<file path="src/rtl/mem_responder.sv">
// mem_responder
// Memory-side responder for the CPU bus. Each request is decoded once, when it
// is sampled in IDLE, and served from one of: the boot-ROM overlay, the IE
// register, the 127-byte HRAM, the FF50 boot-disable latch, or an external
// memory port (req/ack handshake with a timeout).
//
// Ports:
//   clk, rst        clock; synchronous active-low reset
//   cpu_addr/wdata  request address / write data (held while pending)
//   cpu_rd/cpu_wr   request strobes (both high is a write)
//   cpu_rdata       read data, valid while cpu_ready pulses on a read
//   cpu_ready       single-cycle completion pulse
//   boot_addr/data  boot ROM lookup (data is combinational from the address)
//   ext_*           external port; ext_req held until ext_ack or timeout
//   ie_reg          interrupt-enable register
//   boot_en         boot overlay active; cleared by a nonzero FF50 write
//   bus_err         sticky external-timeout flag
module mem_responder #(
    parameter int TIMEOUT = 64
) (
    input  logic        clk,
    input  logic        rst,
    input  logic [15:0] cpu_addr,
    input  logic [7:0]  cpu_wdata,
    input  logic        cpu_rd,
    input  logic        cpu_wr,
    output logic [7:0]  cpu_rdata,
    output logic        cpu_ready,
    output logic [7:0]  boot_addr,
    input  logic [7:0]  boot_data,
    output logic        ext_req,
    output logic        ext_we,
    output logic [15:0] ext_addr,
    output logic [7:0]  ext_wdata,
    input  logic        ext_ack,
    input  logic [7:0]  ext_rdata,
    output logic [7:0]  ie_reg,
    output logic        boot_en,
    output logic        bus_err
);

    typedef enum logic [1:0] {
        S_IDLE     = 2'd0,
        S_INT      = 2'd1,
        S_EXT_WAIT = 2'd2,
        S_DONE     = 2'd3
    } state_t;

    localparam logic [1:0] K_BOOT  = 2'd0;
    localparam logic [1:0] K_IE    = 2'd1;
    localparam logic [1:0] K_HRAM  = 2'd2;
    localparam logic [1:0] K_LATCH = 2'd3;

    // Last counter value before the access is abandoned: ext_req stays high
    // for exactly TIMEOUT cycles when no ack arrives.
    localparam logic [7:0] TO_LAST = 8'(TIMEOUT - 1);

    state_t      state_r, state_s;
    logic [1:0]  kind_r, kind_s;
    logic        is_int_s;
    logic [7:0]  int_rdata_s;
    logic        req_s;
    logic        req_wr_r;
    logic [7:0]  req_wdata_r;
    logic [6:0]  req_idx_r;

    logic [7:0]  rdata_r, rdata_s;
    logic        ready_r, ready_s;
    logic        ext_req_r, ext_req_s;
    logic        ext_we_r, ext_we_s;
    logic [15:0] ext_addr_r, ext_addr_s;
    logic [7:0]  ext_wdata_r, ext_wdata_s;
    logic [7:0]  ie_r, ie_s;
    logic        boot_en_r, boot_en_s;
    logic        bus_err_r, bus_err_s;
    logic [7:0]  cnt_r, cnt_s;

    logic [7:0]  hram_r [0:126];

    assign req_s     = cpu_rd | cpu_wr;
    assign boot_addr = cpu_addr[7:0];

    // Address decode in priority order, with the internal read value.
    // HRAM index is addr - FF80, which is simply the low 7 address bits.
    always_comb begin
        is_int_s    = 1'b1;
        kind_s      = K_BOOT;
        int_rdata_s = 8'hFF;
        if (boot_en_r && (cpu_addr < 16'h0100)) begin
            kind_s      = K_BOOT;
            int_rdata_s = boot_data;
        end else if (cpu_addr == 16'hFFFF) begin
            kind_s      = K_IE;
            int_rdata_s = ie_r;
        end else if (cpu_addr >= 16'hFF80) begin
            kind_s      = K_HRAM;
            int_rdata_s = hram_r[cpu_addr[6:0]];
        end else if (cpu_addr == 16'hFF50) begin
            kind_s      = K_LATCH;
            int_rdata_s = {7'b1111111, ~boot_en_r};
        end else begin
            is_int_s    = 1'b0;
            kind_s      = K_BOOT;
            int_rdata_s = 8'hFF;
        end
    end

    // Next-state logic
    always_comb begin
        state_s = state_r;
        case (state_r)
            S_IDLE: begin
                if (req_s) begin
                    state_s = is_int_s ? S_INT : S_EXT_WAIT;
                end else begin
                    state_s = S_IDLE;
                end
            end
            S_INT:  state_s = S_DONE;
            S_EXT_WAIT: begin
                if (ext_ack || (cnt_r == TO_LAST)) begin
                    state_s = S_DONE;
                end else begin
                    state_s = S_EXT_WAIT;
                end
            end
            S_DONE:  state_s = S_IDLE;
            default: state_s = S_IDLE;
        endcase
    end

    // Next values of the registered outputs. Internal reads are latched at
    // the sampling edge so the data is already valid while cpu_ready is high
    // in INT; internal writes land at the edge that ends INT.
    always_comb begin
        rdata_s     = rdata_r;
        ready_s     = 1'b0;
        ext_req_s   = ext_req_r;
        ext_we_s    = ext_we_r;
        ext_addr_s  = ext_addr_r;
        ext_wdata_s = ext_wdata_r;
        ie_s        = ie_r;
        boot_en_s   = boot_en_r;
        bus_err_s   = bus_err_r;
        cnt_s       = cnt_r;
        case (state_r)
            S_IDLE: begin
                if (req_s && is_int_s) begin
                    ready_s = 1'b1;
                    if (!cpu_wr) begin
                        rdata_s = int_rdata_s;
                    end else begin
                        rdata_s = rdata_r;
                    end
                end else if (req_s) begin
                    ext_req_s   = 1'b1;
                    ext_we_s    = cpu_wr;
                    ext_addr_s  = cpu_addr;
                    ext_wdata_s = cpu_wdata;
                    cnt_s       = 8'd0;
                end else begin
                    ready_s = 1'b0;
                end
            end
            S_INT: begin
                if (req_wr_r && (kind_r == K_IE)) begin
                    ie_s = req_wdata_r;
                end else if (req_wr_r && (kind_r == K_LATCH) && (req_wdata_r != 8'h00)) begin
                    boot_en_s = 1'b0;
                end else begin
                    ie_s = ie_r;
                end
            end
            S_EXT_WAIT: begin
                // An ack in the final timeout cycle takes precedence.
                if (ext_ack) begin
                    ext_req_s = 1'b0;
                    ready_s   = 1'b1;
                    if (!ext_we_r) begin
                        rdata_s = ext_rdata;
                    end else begin
                        rdata_s = rdata_r;
                    end
                end else if (cnt_r == TO_LAST) begin
                    ext_req_s = 1'b0;
                    ready_s   = 1'b1;
                    rdata_s   = 8'hFF;
                    bus_err_s = 1'b1;
                end else begin
                    cnt_s = cnt_r + 8'd1;
                end
            end
            S_DONE:  ready_s = 1'b0;
            default: ready_s = 1'b0;
        endcase
    end

    // State and output registers, plus the captured request
    always_ff @(posedge clk) begin
        if (!rst) begin
            state_r     <= S_IDLE;
            rdata_r     <= 8'hFF;
            ready_r     <= 1'b0;
            ext_req_r   <= 1'b0;
            ext_we_r    <= 1'b0;
            ext_addr_r  <= 16'h0000;
            ext_wdata_r <= 8'h00;
            ie_r        <= 8'h00;
            boot_en_r   <= 1'b1;
            bus_err_r   <= 1'b0;
            cnt_r       <= 8'd0;
            kind_r      <= K_BOOT;
            req_wr_r    <= 1'b0;
            req_wdata_r <= 8'h00;
            req_idx_r   <= 7'd0;
        end else begin
            state_r     <= state_s;
            rdata_r     <= rdata_s;
            ready_r     <= ready_s;
            ext_req_r   <= ext_req_s;
            ext_we_r    <= ext_we_s;
            ext_addr_r  <= ext_addr_s;
            ext_wdata_r <= ext_wdata_s;
            ie_r        <= ie_s;
            boot_en_r   <= boot_en_s;
            bus_err_r   <= bus_err_s;
            cnt_r       <= cnt_s;
            if ((state_r == S_IDLE) && req_s) begin
                kind_r      <= kind_s;
                req_wr_r    <= cpu_wr;
                req_wdata_r <= cpu_wdata;
                req_idx_r   <= cpu_addr[6:0];
            end
        end
    end

    // HRAM storage; contents deliberately survive reset
    always_ff @(posedge clk) begin
        if (rst && (state_r == S_INT) && req_wr_r && (kind_r == K_HRAM)) begin
            hram_r[req_idx_r] <= req_wdata_r;
        end
    end

    assign cpu_rdata = rdata_r;
    assign cpu_ready = ready_r;
    assign ext_req   = ext_req_r;
    assign ext_we    = ext_we_r;
    assign ext_addr  = ext_addr_r;
    assign ext_wdata = ext_wdata_r;
    assign ie_reg    = ie_r;
    assign boot_en   = boot_en_r;
    assign bus_err   = bus_err_r;

endmodule

</file>
<file path="config.mk">
export PLATFORM = sky130hd
export DESIGN_NAME = mem_responder
export DESIGN_NICKNAME = d
export VERILOG_FILES = /design/src/rtl/mem_responder.sv
export SDC_FILE = /design/constraint.sdc
export NUM_CORES = 1
export LEC_CHECK = 0
export CAP_MARGIN = 15
export CORE_MARGIN = 2
export CORE_UTILIZATION = 40
export CTS_CLUSTER_SIZE = 30
export DETAILED_ROUTE_END_ITERATION = 6
export GPL_TIMING_DRIVEN = 1
export HOLD_SLACK_MARGIN = 0.05
export PLACE_DENSITY = 0.58
export SYNTH_ARGS = -nofsm -noshare
export SYNTH_HDL_FRONTEND = slang
export SYNTH_SLANG_ARGS = --single-unit
</file>
<file path="constraint.sdc">
create_clock -name clk -period 3.85 [get_ports clk]
set_clock_uncertainty 0.1 [all_clocks]
set_input_delay 0.9625 -clock clk [delete_from_list [all_inputs] [get_ports clk]]
set_output_delay 0.9625 -clock clk [all_outputs]
set_load 0.02 [all_outputs]
</file>
==> results.md, run 1 <==
- The achievable frequency is 286 MHz.
- Data arrives at the worst endpoint at 2.43 ns.
- The tool flagged a number of max-cap violations equal to 0.
- The startpoint class of the critical path is a primary input.
- The largest register by flop count is hram_r.
- The critical path buffer and inverter count is 3.
- Summing every instance area after synthesis gives 43,100 um^2.
- The buffer type at the clock tree root is sky130_fd_sc_hd__clkbuf_16.
- The post-detailed-route wirelength per cell is 29.2 um.
- The number of register bits inferred by synthesis is 1,089.
- The remaining routing DRC violations is 0.
- Of the post-synthesis cell area, the dominant cell type holds 0.708.
- For the finished layout, the period the worst path requires is 3.49 ns.
- The startpoint identified for the worst register-to-register timing path is state_r[1].
- Counting cells, the worst reg-to-reg path comes to 7.
- The number of flops mapped to enable cells by yosys is 1,016.
- The worst path setup slack after routing is 0.355 ns.
- The maximum single-stage delay on the critical path is 0.65 ns.
- The CTS tree is yes.
- For the pin with the worst max-slew slack, the measured transition is 1.15 ns.
- The most prevalent standard cell on the critical path is sky130_fd_sc_hd__clkdlybuf4s50_1.
- The weighted congestion at the end of routability-driven global placement is 0.920.
- The kind of critical path is primary input to output port.
- The register with the most flip-flops in the layout has 1,016 of them.
- The most critical setup path has its endpoint at boot_addr[6].
- Power spread over the standard cell area amounts to 517 nW/um^2.
- The hold-fix buffer count after cts is 0.
- The overall routing resource usage is 0.215.
- Of the available clock period, the critical path in the final layout requires 0.908.
- The share of cells above drive strength 1 is 0.260.
- The initialized floorplan defines 120 standard-cell rows.
- For flop-to-flop paths, the worst setup slack is 0.55 ns.
- For the worst setup path, the data required time is 2.79 ns.
- Grouping stages by cell kind, the critical path spends the most delay in buffers and inverters.
- Synthesis produced a netlist with a net count of 2,299.
- Summed over all layers, the global routing overflow is 0.
- The fraction of the yosys area taken by sequential cells is 0.742.
- The average instance area after synthesis is 19.2 um^2.
- 0 antenna diodes ended up in the layout.
- For this design the static power due to leakage is 16.5 nW.
- In this run the standard cell core region covers 107,000 um^2.
- The starting density of the core is 0.403.
- The number of unique standard cell types used by synthesis is 75.
- The number of pins with negative max-slew slack in the final report is 0.
- The leading cell type in the layout, fill and taps excluded is sky130_fd_sc_hd__edfxtp_1.
- The total vias in the final route is 23,900.
- The utilization of the core after routing is 0.475.
- VDD sags by at most 0.000406 V.
- In this run the tightest slew margin relative to its limit is 0.234.
- The run finished with clean final reports.
- In this run, the number of DRC markers left after iteration 0 of detailed routing was 3,040.
- The die outline area is 110,000 um^2.
- In the synthesized netlist the dominant register cell turns out to be sky130_fd_sc_hd__edfxtp_1.
- In this run the worst hold path is classified as flip-flop to flip-flop.
- By area the synthesized netlist is led by sky130_fd_sc_hd__edfxtp_1 (71%), sky130_fd_sc_hd__mux4_2 (12%), sky130_fd_sc_hd__dfxtp_1 (3.4%).
- The largest total area in the synthesized netlist belongs to sky130_fd_sc_hd__edfxtp_1.
- Before antenna repair, the detailed router went through 6 iterations.
- During synthesis, Yosys emitted a total of 0 warnings.
- Relative to the synthesized area, the layout overhead comes to 17.9%.
- The reg-to-reg endpoint is hram_r[21][2].
- The top-level I/O count is 98.
- In this run the deepest clock path goes through 3 buffers.
- For this design, the slowest cell found on the critical path is sky130_fd_sc_hd__clkdlybuf4s50_1.
- From left edge to right edge, the die measures 332 um.
- Entering global routing, the biggest net connects 90 pins.
- The count of buffers added on input and output ports is 97.
- After the last flow step, the layout net total stands at 2,638.
- For this design, the sink count on the clock tree is 1,089.
- Gates resized during post-CTS repair numbered 0.
- The share of flip-flops with an asynchronous set or reset is 0.
- The ratio of routed vias to standard cells is 5.84.
- The latest clock arrival within the worst-skew pair is 0.70 ns.
- Summed over all layers, the routed wires come to 119 mm.
- Setup repair after global routing left no endpoint under its margin.
- From bottom edge to top edge, the die measures 332 um.
- The via count of the first global-routing pass came to 23,900.
- The post-CTS setup buffer count is 0.
- The pre-CTS setup slack is -0.166 ns.
- In the layout the commonest cells are sky130_fd_sc_hd__edfxtp_1 (1,016), sky130_fd_sc_hd__buf_4 (235), sky130_fd_sc_hd__mux4_2 (232), sky130_fd_sc_hd__nor2_1 (174).
- The clock input transition at the sequential cells of the worst setup and hold paths is 0.06 ns.
- The placed wire-length estimate after detailed placement is 78.0 mm.
- The first global-routing pass estimated 173 mm of wire.
- The post-route total power is 26.3 mW.
- The deepest level of the CTS H-tree is 3.
- In this run the worst path has a maximum fanout of 4.
- The hold violation total from the final report is 0.
- Clock tree synthesis inserted a total of 112 buffers.
- The startpoint of the most critical setup path is cpu_addr[6].
- The final setup violation count is 0.
- The worst setup path is captured at an output port.
- The critical path goes through clkdlybuf4s50_1 > buf_4 > clkdlybuf4s50_1.
- The number of instances in the synthesized netlist is 2,250.
- Along the worst hold path, the cell count comes to 1.
- The number of antenna violations at the first check in global routing is 2.
- The number of stages on the worst setup path is 3.
- The remaining number of nets flagged by the antenna check after routing is 0.
[synthesized netlist by cell type (9+ instances only)]
cell / instances
sky130_fd_sc_hd__clkbuf_1: 44
sky130_fd_sc_hd__nand4_1: 10
sky130_fd_sc_hd__mux2_2: 18
sky130_fd_sc_hd__a21boi_0: 26
sky130_fd_sc_hd__o22ai_1: 18
sky130_fd_sc_hd__o21ai_0: 23
sky130_fd_sc_hd__buf_4: 18
sky130_fd_sc_hd__a31oi_1: 9
sky130_fd_sc_hd__nand2b_1: 10
sky130_fd_sc_hd__buf_2: 40
sky130_fd_sc_hd__a21oi_1: 33
sky130_fd_sc_hd__dfxtp_1: 73
sky130_fd_sc_hd__o211ai_1: 9
sky130_fd_sc_hd__a22oi_1: 38
sky130_fd_sc_hd__mux4_1: 13
sky130_fd_sc_hd__inv_1: 12
sky130_fd_sc_hd__nor4_1: 11
sky130_fd_sc_hd__edfxtp_1: 1016
sky130_fd_sc_hd__nor2_1: 175
sky130_fd_sc_hd__mux2i_1: 51
sky130_fd_sc_hd__mux4_2: 232
sky130_fd_sc_hd__nand2_1: 115
sky130_fd_sc_hd__nand3_1: 31
sky130_fd_sc_hd__a211oi_1: 14
sky130_fd_sc_hd__nor2b_1: 41
[through the flow]
stage          instances  area (um^2)  setup TNS (ns)  hold slack (ns)
2_1_floorplan       2250        43100               0            0.347
3_3_place_gp        3878        47200          -0.973            0.355
3_5_place_dp        3878        47200          -0.743            0.365
4_1_cts             4088        50800               0            0.378
5_1_grt             4088        50800               0            0.419
6_report            4088        50800               0            0.372
[cell type report]
type	count	area, um^2
fillers	8880	56200
inverters	14	52.6
flip-flops and latches	1089	32000
clock inverters	68	624
repair buffers	353	3160
multi-input cells	1019	10300
well taps	1403	1760
clock buffers	142	2980
[per-layer routing]
metal	part of all wire	global-route usage
met5	0.00011	0
met4	0.028	0.0640
met3	0.088	0.0406
met2	0.47	0.337
met1	0.42	0.307
[cell families after synthesis]
logic type,synth area share
AO/OA/AOI/OAI,0.0409
adder cells (fa/ha/maj),0.00116
AND/OR/NAND/NOR,0.0493
multiplexers,0.146
buffers and inverters,0.0206
flip-flops,0.742
XOR/XNOR,0.000812
[worst min path at each step]
stage / slack [ns] / to / startpoint
6_report: 0.37 / bus_err / bus_err
5_1_grt: 0.42 / ie_reg[4] / ie_reg[4]
4_1_cts: 0.38 / bus_err / bus_err
3_5_place_dp: 0.36 / bus_err / bus_err
3_3_place_gp: 0.35 / bus_err / bus_err
2_1_floorplan: 0.35 / cnt_r[7] / cnt_r[7]
[power by group]
part | leakage, nW | internal (mW) | switching, mW
Clock | 1.76 | 6.20 | 4.49
Combinational | 4.85 | 0.743 | 1.18
Sequential | 9.92 | 13.3 | 0.354
Total | 16.5 | 20.3 | 6.03
[worst register-to-register path: cells and delay by family (launching register included)]
| family | cells | cell delay [ns] |
|---|---|---|
| simple gates | 4 | 1.91 |
| fa+ha+maj | 1 | 0.19 |
| flops | 1 | 0.31 |
| buf+inv | 2 | 0.41 |
(Power assumes the default switching activity.)
==> inputs of run 2 (changes only) <==
CORE_UTILIZATION = 25   (was 40)
PLACE_DENSITY = 0.42   (was 0.58)
clock period = 3.4 ns   (was 3.85 ns; I/O delays follow)
==> run 2 against run 1 <==
  * Combinational power grew 29%
  * Power is 16% higher
  * Global-route usage down 6.5 points
  * Sequential power up 12%
  * Critical path type unchanged
  * Largest cell class unchanged
  * Largest power group unchanged
==> results.md, run 2 (synthesis results as in run 1) <==
- The flow ran to the end, and the final reports show no timing, DRC or antenna violations.
- The clock input transition at the sequential cells of the worst setup and hold paths is 0.06 ns.
- Tracing the worst setup path back leads to its startpoint at cpu_addr[6].
- The startpoint class of the critical path is a primary input.
- The die covers 176,000 um^2.
- The number of buffers inserted during clock tree synthesis is 113.
- The flip-flop count of the largest register, all copies and words added is 1,016.
- The starting density of the core is 0.251.
- The worst slew slack as a fraction of its limit is 0.366.
- IR analysis of the VDD net gives a maximum drop of 0.000418 V.
- The cell leakage power is 17.4 nW.
- The signal on the critical path passes through clkdlybuf4s50_1 > buf_4 > clkdlybuf4s50_1.
- Dividing the detail-routed via count by the number of cells gives 4.63.
- The later pin in the worst-skew pair is clocked with a latency of 0.74 ns.
- The worst path needs 3.20 ns of the cycle, external delays included.
- The placed wire-length estimate after detailed placement is 89.4 mm.
- In the finished design, the share of the clock period the worst path needs comes to 0.941.
- The weighted congestion at the end of routability-driven global placement is 0.827.
- The category of cells accounting for the largest share of critical-path delay is buffers and inverters.
- The pin count of the biggest net entering global routing is 85.
- In this run the tool buffered the top-level ports with 97 buffer cells.
- The floorplan step set the die width to 419 um.
- For this run, design rule violations remaining after detail routing come to 0.
- The routed wire length is 133 mm.
- The worst-path maximum fanout is 5.
- The share of cells above drive strength 1 is 0.304.
- In the layout the commonest cells are sky130_fd_sc_hd__edfxtp_1 (1,016), sky130_fd_sc_hd__buf_4 (368), sky130_fd_sc_hd__mux4_2 (232), sky130_fd_sc_hd__nor2_1 (174).
- The achievable frequency is 312 MHz.
- The startpoint of the worst hold path is bus_err.
- The hold violation total from the final report was 0.
- In this run the standard cell core region covers 172,000 um^2.
- The post-CTS resize count is 0.
- After clock tree synthesis, the setup repair step added 0 buffers.
- The required time at the worst-slack endpoint is 2.45 ns.
- Setup total negative slack on the finished layout was measured at 0 ns.
- The class of the tightest hold or removal check is flip-flop to flip-flop.
- The most prevalent standard cell on the critical path is sky130_fd_sc_hd__clkdlybuf4s50_1.
- After detailed routing, the average wire length per cell comes to 25.8 um.
- The via count of the first global-routing pass came to 24,700.
- The largest register by flop count is hram_r.
- The floorplan has 152 rows.
- For this block, the initial DRC count from the detailed router was 2,360.
- After global routing the overflow that remains totals 0.
- The buffer type at the clock tree root is sky130_fd_sc_hd__clkbuf_16.
- The clock passes through at most 3 buffers.
- The H-tree was split into 3 levels.
- The detailed-routing iteration count for the pre-antenna-repair pass is 5.
- The number of antenna violations at the first check in global routing is 6.
- The maximum single-stage delay on the critical path is 0.63 ns.
- The hold-fix buffer count after cts is 0.
- The first-pass GRT wire length is 187 mm.
- The origin of the critical flop-to-flop path is hram_r[13][1].
- The critical path buffer and inverter count is 3.
- The library cell used most frequently in the layout, excluding fill and tap cells, is sky130_fd_sc_hd__edfxtp_1.
- The number of antenna diodes in the final layout is 0.
- In this run the count of I/O pins placed on the die edge is 98.
- The CTS tree is yes.
- The number of inserted filler cells in the final layout is 16,700.
- The number of pins with negative max-slew slack in the final report was 0.
- Setup repair after global routing left no endpoint under its margin.
- The chip height is 419 um.
- The kind of critical path is primary input to output port.
- Once detail routing completed, the nets flagged for antenna violations numbered 0.
- At the pin with the least slew margin, the transition time is 0.943 ns.
- After the last flow step, the layout net total stands at 2,789.
- The routed layout has 23,800 vias.
- In the global route stage, overall resource usage came out at 0.150.
- The number of clock sinks is 1,089.
- Power spread over the standard cell area amounts to 570 nW/um^2.
- Compared with the post-synthesis result, the final layout area differs by 24.0%.
- The arrival time of the worst setup path is 2.25 ns.
- Setup violations remaining at the end of the flow were counted as 0.
- The worst setup path is captured at an output port.
- The max-cap check violation count is 0.
- The slowest stage of the critical path belongs to the cell sky130_fd_sc_hd__clkdlybuf4s50_1.
- After layout, the design draws a total of 30.4 mW.
## run 2: cell type report
cell class              count  area, um^2  share of cell area
clock inverters            84         812              0.0152
clock buffers             127        2920              0.0547
well taps                2310        2890              0.0541
flip-flops and latches   1089       32000               0.599
multi-input cells        1019       10300               0.192
repair buffers            503        4490              0.0841
inverters                  14        52.6            0.000983
## run 2: path summary, 6_finish.rpt
check	depth (start not counted)	to	slack, ns
setup reg to reg	7	cpu_rdata[1]	0.57
setup / recovery	3	boot_addr[6]	0.20
hold / removal	1	bus_err	0.37
hold reg to reg	1	bus_err	0.37
## run 2: power by group
group          total [mW]  switching, mW  internal [mW]  leakage (nW)
clock network        12.6           5.34           7.23          1.82
registers            15.4          0.338           15.1          9.92
logic                2.48           1.49          0.985          5.66
total                30.4           7.17           23.3          17.4
## run 2: per-layer routing
layer | routed length [um] | global-route usage | up-vias | part of all wire
met1 | 57400 | 0.200 | 12700 | 0.43
met2 | 65200 | 0.253 | 761 | 0.49
met3 | 7380 | 0.0217 | 162 | 0.056
met5 | 34 | 0 | - | 0.00026
met4 | 2800 | 0.0412 | 4 | 0.021
li1 | - | - | 10200 | -
## run 2: through the flow
step | hold WS, ns | area (um^2) | setup slack, ns | cells | utilization
3_5_place_dp | 0.366 | 49700 | -0.541 | 4935 | 0.290
6_report | 0.374 | 53400 | 0.199 | 5146 | 0.312
5_1_grt | 0.406 | 53400 | 0.0634 | 5146 | 0.312
2_1_floorplan | 0.347 | 43100 | 0.391 | 2250 | -
4_1_cts | 0.378 | 53400 | 0.176 | 5146 | 0.312
3_3_place_gp | 0.356 | 49700 | -0.519 | 4935 | 0.290
## run 2: worst reg2reg max path, delay by kind of cell, from the launching register on
kind                   cells  cell delay, ns
AO/OA/AOI/OAI              2            0.20
buffers and inverters      1            0.18
flip-flops                 1            0.39
multiplexers               2            1.06
AND/OR/NAND/NOR            2            0.72
